[src/rtl/alu_pipe.sv]
// Two-stage, flow-controlled ALU with a result FIFO.
// Input stalling uses credits, so a result reaching stage 2 always finds a free FIFO slot.
module alu_pipe #(
    parameter int WIDTH = 8,
    parameter int DEPTH = 4
) (
    input  logic             clk,
    input  logic             rst,
    input  logic             pushin,
    output logic             stopout,
    input  logic [2:0]       ctl,
    input  logic [WIDTH-1:0] a,
    input  logic [WIDTH-1:0] b,
    input  logic             ci,
    output logic             pushout,
    input  logic             stopin,
    output logic [WIDTH-1:0] z,
    output logic             cout,
    output logic             ovf
);
    localparam int PW = $clog2(DEPTH);
    localparam int CW = PW + 1;
    localparam int OW = CW + 1;
    localparam int EW = WIDTH + 2;

    typedef enum logic [2:0] {
        OP_ADD  = 3'd0,
        OP_SUB  = 3'd1,
        OP_AND  = 3'd2,
        OP_OR   = 3'd3,
        OP_XOR  = 3'd4,
        OP_SHL  = 3'd5,
        OP_SHR  = 3'd6,
        OP_PASS = 3'd7
    } op_e;

    logic [WIDTH-1:0] a_q, a_d, b_q, b_d;
    logic             ci_q, ci_d;
    op_e              ctl_q, ctl_d;
    logic             s1_valid_q, s1_valid_d;
    logic [PW-1:0]    wr_ptr_q, wr_ptr_d, rd_ptr_q, rd_ptr_d;
    logic [CW-1:0]    count_q, count_d;
    logic             stopout_q, stopout_d;
    logic [EW-1:0]    mem_q [DEPTH];

    logic             in_xfer, out_xfer;
    logic [OW-1:0]    occ, occ_next;
    logic [WIDTH-1:0] b_op, res_z;
    logic [WIDTH:0]   sum;
    logic             res_c, res_o;
    logic [EW-1:0]    head;

    assign in_xfer  = pushin & ~stopout_q;
    assign pushout  = (count_q != '0);
    assign out_xfer = pushout & ~stopin;
    assign stopout  = stopout_q;

    // Stage 2: subtraction is a + ~b + ci, so overflow uses the inverted operand
    always_comb begin
        b_op  = (ctl_q == OP_SUB) ? ~b_q : b_q;
        sum   = {1'b0, a_q} + {1'b0, b_op} + {{WIDTH{1'b0}}, ci_q};
        res_z = '0;
        res_c = 1'b0;
        res_o = 1'b0;
        case (ctl_q)
            OP_ADD, OP_SUB: begin
                res_z = sum[WIDTH-1:0];
                res_c = sum[WIDTH];
                res_o = (a_q[WIDTH-1] == b_op[WIDTH-1]) && (sum[WIDTH-1] != a_q[WIDTH-1]);
            end
            OP_AND:  res_z = a_q & b_q;
            OP_OR:   res_z = a_q | b_q;
            OP_XOR:  res_z = a_q ^ b_q;
            OP_SHL: begin
                res_z = {a_q[WIDTH-2:0], ci_q};
                res_c = a_q[WIDTH-1];
            end
            OP_SHR: begin
                res_z = {ci_q, a_q[WIDTH-1:1]};
                res_c = a_q[0];
            end
            default: res_z = a_q;
        endcase
    end

    always_comb begin
        a_d        = in_xfer ? a : a_q;
        b_d        = in_xfer ? b : b_q;
        ci_d       = in_xfer ? ci : ci_q;
        ctl_d      = in_xfer ? op_e'(ctl) : ctl_q;
        s1_valid_d = in_xfer;
        wr_ptr_d   = s1_valid_q ? wr_ptr_q + PW'(1) : wr_ptr_q;
        rd_ptr_d   = out_xfer ? rd_ptr_q + PW'(1) : rd_ptr_q;
        count_d    = count_q + CW'(s1_valid_q) - CW'(out_xfer);
        // Occupancy counts the result still in stage 1 as already holding a slot
        occ        = OW'(count_q) + OW'(s1_valid_q);
        occ_next   = occ + OW'(in_xfer) - OW'(out_xfer);
        stopout_d  = (occ_next >= OW'(DEPTH));
    end

    always_ff @(posedge clk or negedge rst) begin
        if (!rst) begin
            a_q        <= '0;
            b_q        <= '0;
            ci_q       <= 1'b0;
            ctl_q      <= OP_ADD;
            s1_valid_q <= 1'b0;
            wr_ptr_q   <= '0;
            rd_ptr_q   <= '0;
            count_q    <= '0;
            stopout_q  <= 1'b0;
        end else begin
            a_q        <= a_d;
            b_q        <= b_d;
            ci_q       <= ci_d;
            ctl_q      <= ctl_d;
            s1_valid_q <= s1_valid_d;
            wr_ptr_q   <= wr_ptr_d;
            rd_ptr_q   <= rd_ptr_d;
            count_q    <= count_d;
            stopout_q  <= stopout_d;
        end
    end

    always_ff @(posedge clk) begin
        if (s1_valid_q) begin
            mem_q[wr_ptr_q] <= {res_z, res_c, res_o};
        end
    end

    assign head = mem_q[rd_ptr_q];
    assign z    = pushout ? head[EW-1:2] : '0;
    assign cout = pushout ? head[1] : 1'b0;
    assign ovf  = pushout ? head[0] : 1'b0;
endmodule

[config.mk]
export PLATFORM = sky130hd
export DESIGN_NAME = alu_pipe
export DESIGN_NICKNAME = d
export VERILOG_FILES = /design/src/rtl/alu_pipe.sv
export SDC_FILE = /design/constraint.sdc
export NUM_CORES = 1
export LEC_CHECK = 0
export CAP_MARGIN = 20
export CORE_MARGIN = 2
export CORE_UTILIZATION = 35
export DETAILED_ROUTE_END_ITERATION = 16
export PLACE_DENSITY = 0.51
export SYNTH_ARGS = -nofsm -noshare
export SYNTH_HDL_FRONTEND = slang
export SYNTH_SLANG_ARGS = --single-unit
[constraint.sdc]
create_clock -name clk -period 5 [get_ports clk]
set_clock_uncertainty 0.05 [all_clocks]
set_input_delay 1.25 -clock clk [delete_from_list [all_inputs] [get_ports clk]]
set_output_delay 1.25 -clock clk [all_outputs]
set_load 0.01 [all_outputs]
==> impl_results.html <==
<table>
<tr><th>Metric</th><th>Value</th></tr>
<tr><th colspan="2">Min path</th></tr>
<tr><td>Number of stages on the worst hold path</td><td>1</td></tr>
<tr><td>Startpoint of the tightest hold check path</td><td>wr_ptr_q[0]</td></tr>
<tr><td>Hold Crit Class</td><td>flip-flop to flip-flop</td></tr>
<tr><td>Hold Path Sink</td><td>wr_ptr_q[0]</td></tr>
<tr><th colspan="2">Logic synthesis</th></tr>
<tr><td>Largest area contributor in the netlist</td><td>edfxtp_1</td></tr>
<tr><td>Cell with the most instances after synthesis</td><td>edfxtp_1</td></tr>
<tr><td>Post-Syn Area</td><td>3970 sq um</td></tr>
<tr><td>Most frequent cells after synthesis</td><td>edfxtp_1, o21ai_0, ha_1</td></tr>
<tr><td>Post-synthesis mux area share</td><td>11.0%</td></tr>
<tr><td>Most used flip-flop cell after synthesis</td><td>edfxtp_1</td></tr>
<tr><td>Simple-gate share of the synthesized area</td><td>10.0%</td></tr>
<tr><td>Fraction of post-synthesis cell area in the top cell type by area</td><td>30.2%</td></tr>
<tr><td>Number of enable flip-flop cells after synthesis</td><td>40</td></tr>
<tr><td>Cell count after synthesis</td><td>342</td></tr>
<tr><td>Net count after synthesis</td><td>402</td></tr>
<tr><td>Synth top area cells</td><td>edfxtp_1, dfrtp_1, ha_1</td></tr>
<tr><td>Share of synthesized flip-flops with an asynchronous set or reset</td><td>between 40 and 50%</td></tr>
<tr><td>Post-Synth XOR/XNOR Area</td><td>3.53%</td></tr>
<tr><td>Area share of fa/ha/maj cells after synthesis</td><td>11.9%</td></tr>
<tr><td>Yosys Warn Count</td><td>0</td></tr>
<tr><td>Mean instance size in the synthesized netlist</td><td>11.6 sq um</td></tr>
<tr><td>Synthesized-area fraction occupied by ao, oa, aoi and oai cells</td><td>10.2%</td></tr>
<tr><td>Register bit count reported by yosys</td><td>around 70</td></tr>
<tr><td>Combinational family with the most area after synthesis</td><td>adder cells</td></tr>
<tr><td>Number of library cell types mapped by synthesis</td><td>40</td></tr>
<tr><td>Portion of the post-synthesis area used by sequential elements</td><td>48.5%</td></tr>
<tr><th colspan="2">Finish</th></tr>
<tr><td>Area of the multi-input gates</td><td>1860 sq um</td></tr>
<tr><td>Fillcell total</td><td>1,046</td></tr>
<tr><td>Count of nets after finishing</td><td>between 400 and 500</td></tr>
<tr><td>Final standard cell area without fillers</td><td>4820 sq um</td></tr>
<tr><td>Area taken by flip-flops and latches</td><td>between 1500 and 2000 sq um</td></tr>
<tr><td>Number of diodes</td><td>0</td></tr>
<tr><td>Share of cells above drive strength 1</td><td>12.5%</td></tr>
<tr><td>P&amp;R area growth vs syn</td><td>21.4%</td></tr>
<tr><th colspan="2">STA</th></tr>
<tr><td>Final number of max-transition violations</td><td>0</td></tr>
<tr><td>Min Clock Period, post-route</td><td>3.56 ns</td></tr>
<tr><td>Hold Vio Cnt, Final</td><td>0</td></tr>
<tr><td>Pin slew with the least headroom to its limit</td><td>0.734 ns</td></tr>
<tr><td>Fin Setup TNS</td><td>0 ns</td></tr>
<tr><td>Number of setup violations in the final report</td><td>0</td></tr>
<tr><td>Upper clock frequency limit</td><td>between 200 and 300 MHz</td></tr>
<tr><td>Worst max-slew margin expressed relative to the limit</td><td>50.6%</td></tr>
<tr><td>Post-route clock period utilization</td><td>71.2%</td></tr>
<tr><td>Unrepaired setup endpoints after global routing</td><td>false</td></tr>
<tr><th colspan="2">Outcome</th></tr>
<tr><td>Status</td><td>finished, final reports clean</td></tr>
<tr><th colspan="2">Clock tree</th></tr>
<tr><td>TritonCTS sink count</td><td>slightly below 70</td></tr>
<tr><td>Cells resized by post-CTS repair</td><td>0</td></tr>
<tr><td>Deepest clock path buffer count</td><td>2</td></tr>
<tr><td>CTS hold repair buffers</td><td>0</td></tr>
<tr><td>Inserted Clock Buffers</td><td>9</td></tr>
<tr><td>Post-CTS setup buffer count</td><td>0</td></tr>
<tr><td>H-tree depth</td><td>3</td></tr>
<tr><td>Clock latency at the later pin of the worst-skew pair</td><td>0.33 ns</td></tr>
<tr><td>Clock-pin transition on the worst setup and hold timing paths</td><td>0.05 ns</td></tr>
<tr><td>CTS root buf</td><td>clkbuf_16</td></tr>
<tr><td>TritonCTS clock tree</td><td>yes</td></tr>
<tr><th colspan="2">Die</th></tr>
<tr><td>Count of boundary I/O pins</td><td>36</td></tr>
<tr><td>Starting Density</td><td>between 30% and 40%</td></tr>
<tr><td>DIE AREA</td><td>12,200 sq um</td></tr>
<tr><td>Site Rows</td><td>38</td></tr>
<tr><td>Floorplan die height</td><td>111 um</td></tr>
<tr><td>Horiz. Die Dim</td><td>roughly 110 um</td></tr>
<tr><td>Area of the core</td><td>10,900 sq um</td></tr>
<tr><th colspan="2">Drt</th></tr>
<tr><td>Overall via count from detail_route</td><td>2,538</td></tr>
<tr><td>Total length of routed wires</td><td>7540 um</td></tr>
<tr><td>Antenna-violating nets left</td><td>0</td></tr>
<tr><td>Average routed wire per standard cell</td><td>14.4 um</td></tr>
<tr><td>Router iterations before antenna repair</td><td>4</td></tr>
<tr><td>DRC viols</td><td>0</td></tr>
<tr><td>Iteration-0 DRC Markers</td><td>95</td></tr>
<tr><td>Avg Vias per Cell</td><td>roughly 4.8</td></tr>
<tr><th colspan="2">Pwr</th></tr>
<tr><td>Standby leakage power</td><td>1.89 nW</td></tr>
<tr><td>Switching portion of total power</td><td>37.6%</td></tr>
<tr><td>Areal power density over the cells</td><td>770 nW/um^2</td></tr>
<tr><td>Peak ir drop on the vdd network</td><td>approximately 330 uV</td></tr>
<tr><td>Cell Int Power</td><td>roughly 0.0023 W</td></tr>
<tr><td>Share of total power in sequential cells</td><td>29.0%</td></tr>
<tr><td>Clk network pwr share</td><td>19.6%</td></tr>
<tr><td>Part of the total power dissipated in combinational logic</td><td>between 50% and 60%</td></tr>
<tr><td>Net load switching power</td><td>0.00139 W</td></tr>
<tr><th colspan="2">Place</th></tr>
<tr><td>Post-DP HPWL</td><td>5290 um</td></tr>
<tr><td>Final GP Congestion</td><td>0.742</td></tr>
<tr><td>Number of buffers added on ports</td><td>35</td></tr>
<tr><td>Post-DP Area</td><td>4480 sq um</td></tr>
<tr><th colspan="2">GRT</th></tr>
<tr><td>Overall overflow remaining after global route</td><td>0</td></tr>
<tr><td>GR Util All Layers</td><td>between 10% and 20%</td></tr>
<tr><td>Via count of the first global-routing pass</td><td>2,484</td></tr>
<tr><td>First-pass GRT wire length</td><td>~13,000 um</td></tr>
<tr><td>Largest net degree at the start of global routing</td><td>40</td></tr>
<tr><td>Antenna violations before repair</td><td>0</td></tr>
<tr><th colspan="2">Critical path</th></tr>
<tr><td>Data arrival at the endpoint of the critical path</td><td>2.26 ns</td></tr>
<tr><td>Maximum fanout along the worst path</td><td>12</td></tr>
<tr><td>Reg2reg start</td><td>ctl_q[1]</td></tr>
<tr><td>Kind of critical path</td><td>flip-flop to primary output</td></tr>
<tr><td>Slack of the worst reg-to-reg path</td><td>1.62 ns</td></tr>
<tr><td>Worst EP required</td><td>~3.7 ns</td></tr>
<tr><td>Kind of start point of the critical path</td><td>flip-flop</td></tr>
<tr><td>Type of destination of the critical path</td><td>primary output</td></tr>
<tr><td>Worst Reg2Reg Path Length in Cells</td><td>10</td></tr>
<tr><td>Reg-to-Reg End</td><td>mem_q[0][0]</td></tr>
<tr><th colspan="2">Flow run</th></tr>
<tr><td>Max-cap check violation count</td><td>0</td></tr>
</table>
## state kept, by name, indices dropped and copies added, names as in the netlist
register,count
rd_ptr_q,2
ctl_q,3
b_q,8
count_q,3
wr_ptr_q,2
a_q,8
mem_q,40
s1_valid_q,1
ci_q,1
stopout,1
## per-stage QoR
stage          worst slack, ns  hold WS (ns)  utilization [%]  total power [W]  cells
2_1_floorplan             1.98         0.444                -          0.00247    342
3_3_place_gp              1.61         0.470             41.0          0.00297    508
3_5_place_dp              1.59         0.484             41.0          0.00300    508
4_1_cts                   1.38         0.493             44.1          0.00376    524
5_1_grt                   1.27         0.517             44.1          0.00405    524
6_report                  1.44         0.488             44.1          0.00371    524
## logic make-up after synthesis
logic type               count (synthesis)
AND/OR/NAND/NOR                         81
flip-flops                              69
AO/OA/AOI/OAI                           67
buffers and inverters                   48
adder cells (fa/ha/maj)                 36
multiplexers                            25
XOR/XNOR                                16
## per-layer routing
metal | routed length (um) | vias up | GRT usage [%]
met5 | 0 | - | 0
met4 | 67 | 0 | 3.75
met3 | 234 | 6 | 4.12
met2 | 3340 | 36 | 19.9
met1 | 3900 | 1213 | 17.8
li1 | - | 1283 | -
## critical path, stage by stage (launching register included)
cell	delay, ns
dfrtp_1	0.75
mux4_2	0.57
nor2b_1	0.14
clkdlybuf4s50_1	0.47
## placed cells by master (no fill, tap or decap), types with 2 or more instances in the layout
master | synthesis | layout
xnor2_1 | 11 | 11
nor2_1 | 14 | 14
bufinv_16 | 0 | 3
fa_1 | 3 | 3
mux2i_1 | 2 | 2
xor2_1 | 5 | 5
nor3b_1 | 2 | 2
a221oi_1 | 2 | 2
o211ai_1 | 2 | 2
edfxtp_1 | 40 | 40
nor3_1 | 6 | 6
nand2b_1 | 4 | 4
mux4_2 | 14 | 14
clkdlybuf4s50_1 | 0 | 35
a211oi_1 | 3 | 3
nor2b_1 | 15 | 14
mux2_2 | 9 | 9
o21a_1 | 2 | 2
buf_4 | 0 | 7
clkbuf_16 | 0 | 9
o31a_1 | 2 | 2
or3_1 | 2 | 2
inv_1 | 32 | 32
a21oi_1 | 12 | 12
and2_1 | 4 | 4
o31ai_1 | 3 | 3
ha_1 | 33 | 33
nand2_1 | 30 | 30
dfrtp_1 | 29 | 29
o21ai_0 | 34 | 34
## worst max-delay path by stage
stage,from,to,slack (ns),cells past startpoint
CTS,rd_ptr_q[0],z[3],1.38,3
global placement,stopin,stopout,1.61,9
finish,rd_ptr_q[0],z[3],1.44,3
floorplan,ctl_q[1],mem_q[0][8],1.98,12
detailed placement,stopin,stopout,1.59,9
global route,rd_ptr_q[0],ovf,1.27,3
## power by group through the flow
stage	combinational, W	clock (W)	sequential (W)
after floorplan	0.00145	0	0.00103
after global placement	0.00188	0	0.00109
after detailed placement	0.00191	0	0.00109
after CTS	0.00192	0.000751	0.00108
after global routing	0.00216	0.000771	0.00111
final	0.00191	0.000729	0.00108
## layout make-up
type | count | share of cell area (%)
inverter | 32 | 2.49
timing repair buffer | 42 | 8.35
clock buffer | 10 | 4.75
clock inverter | 6 | 2.31
tap | 140 | 3.63
multi-input combinational | 225 | 38.5
sequential | 69 | 40.0
No activity file was read; power rests on OpenSTA's default activity.
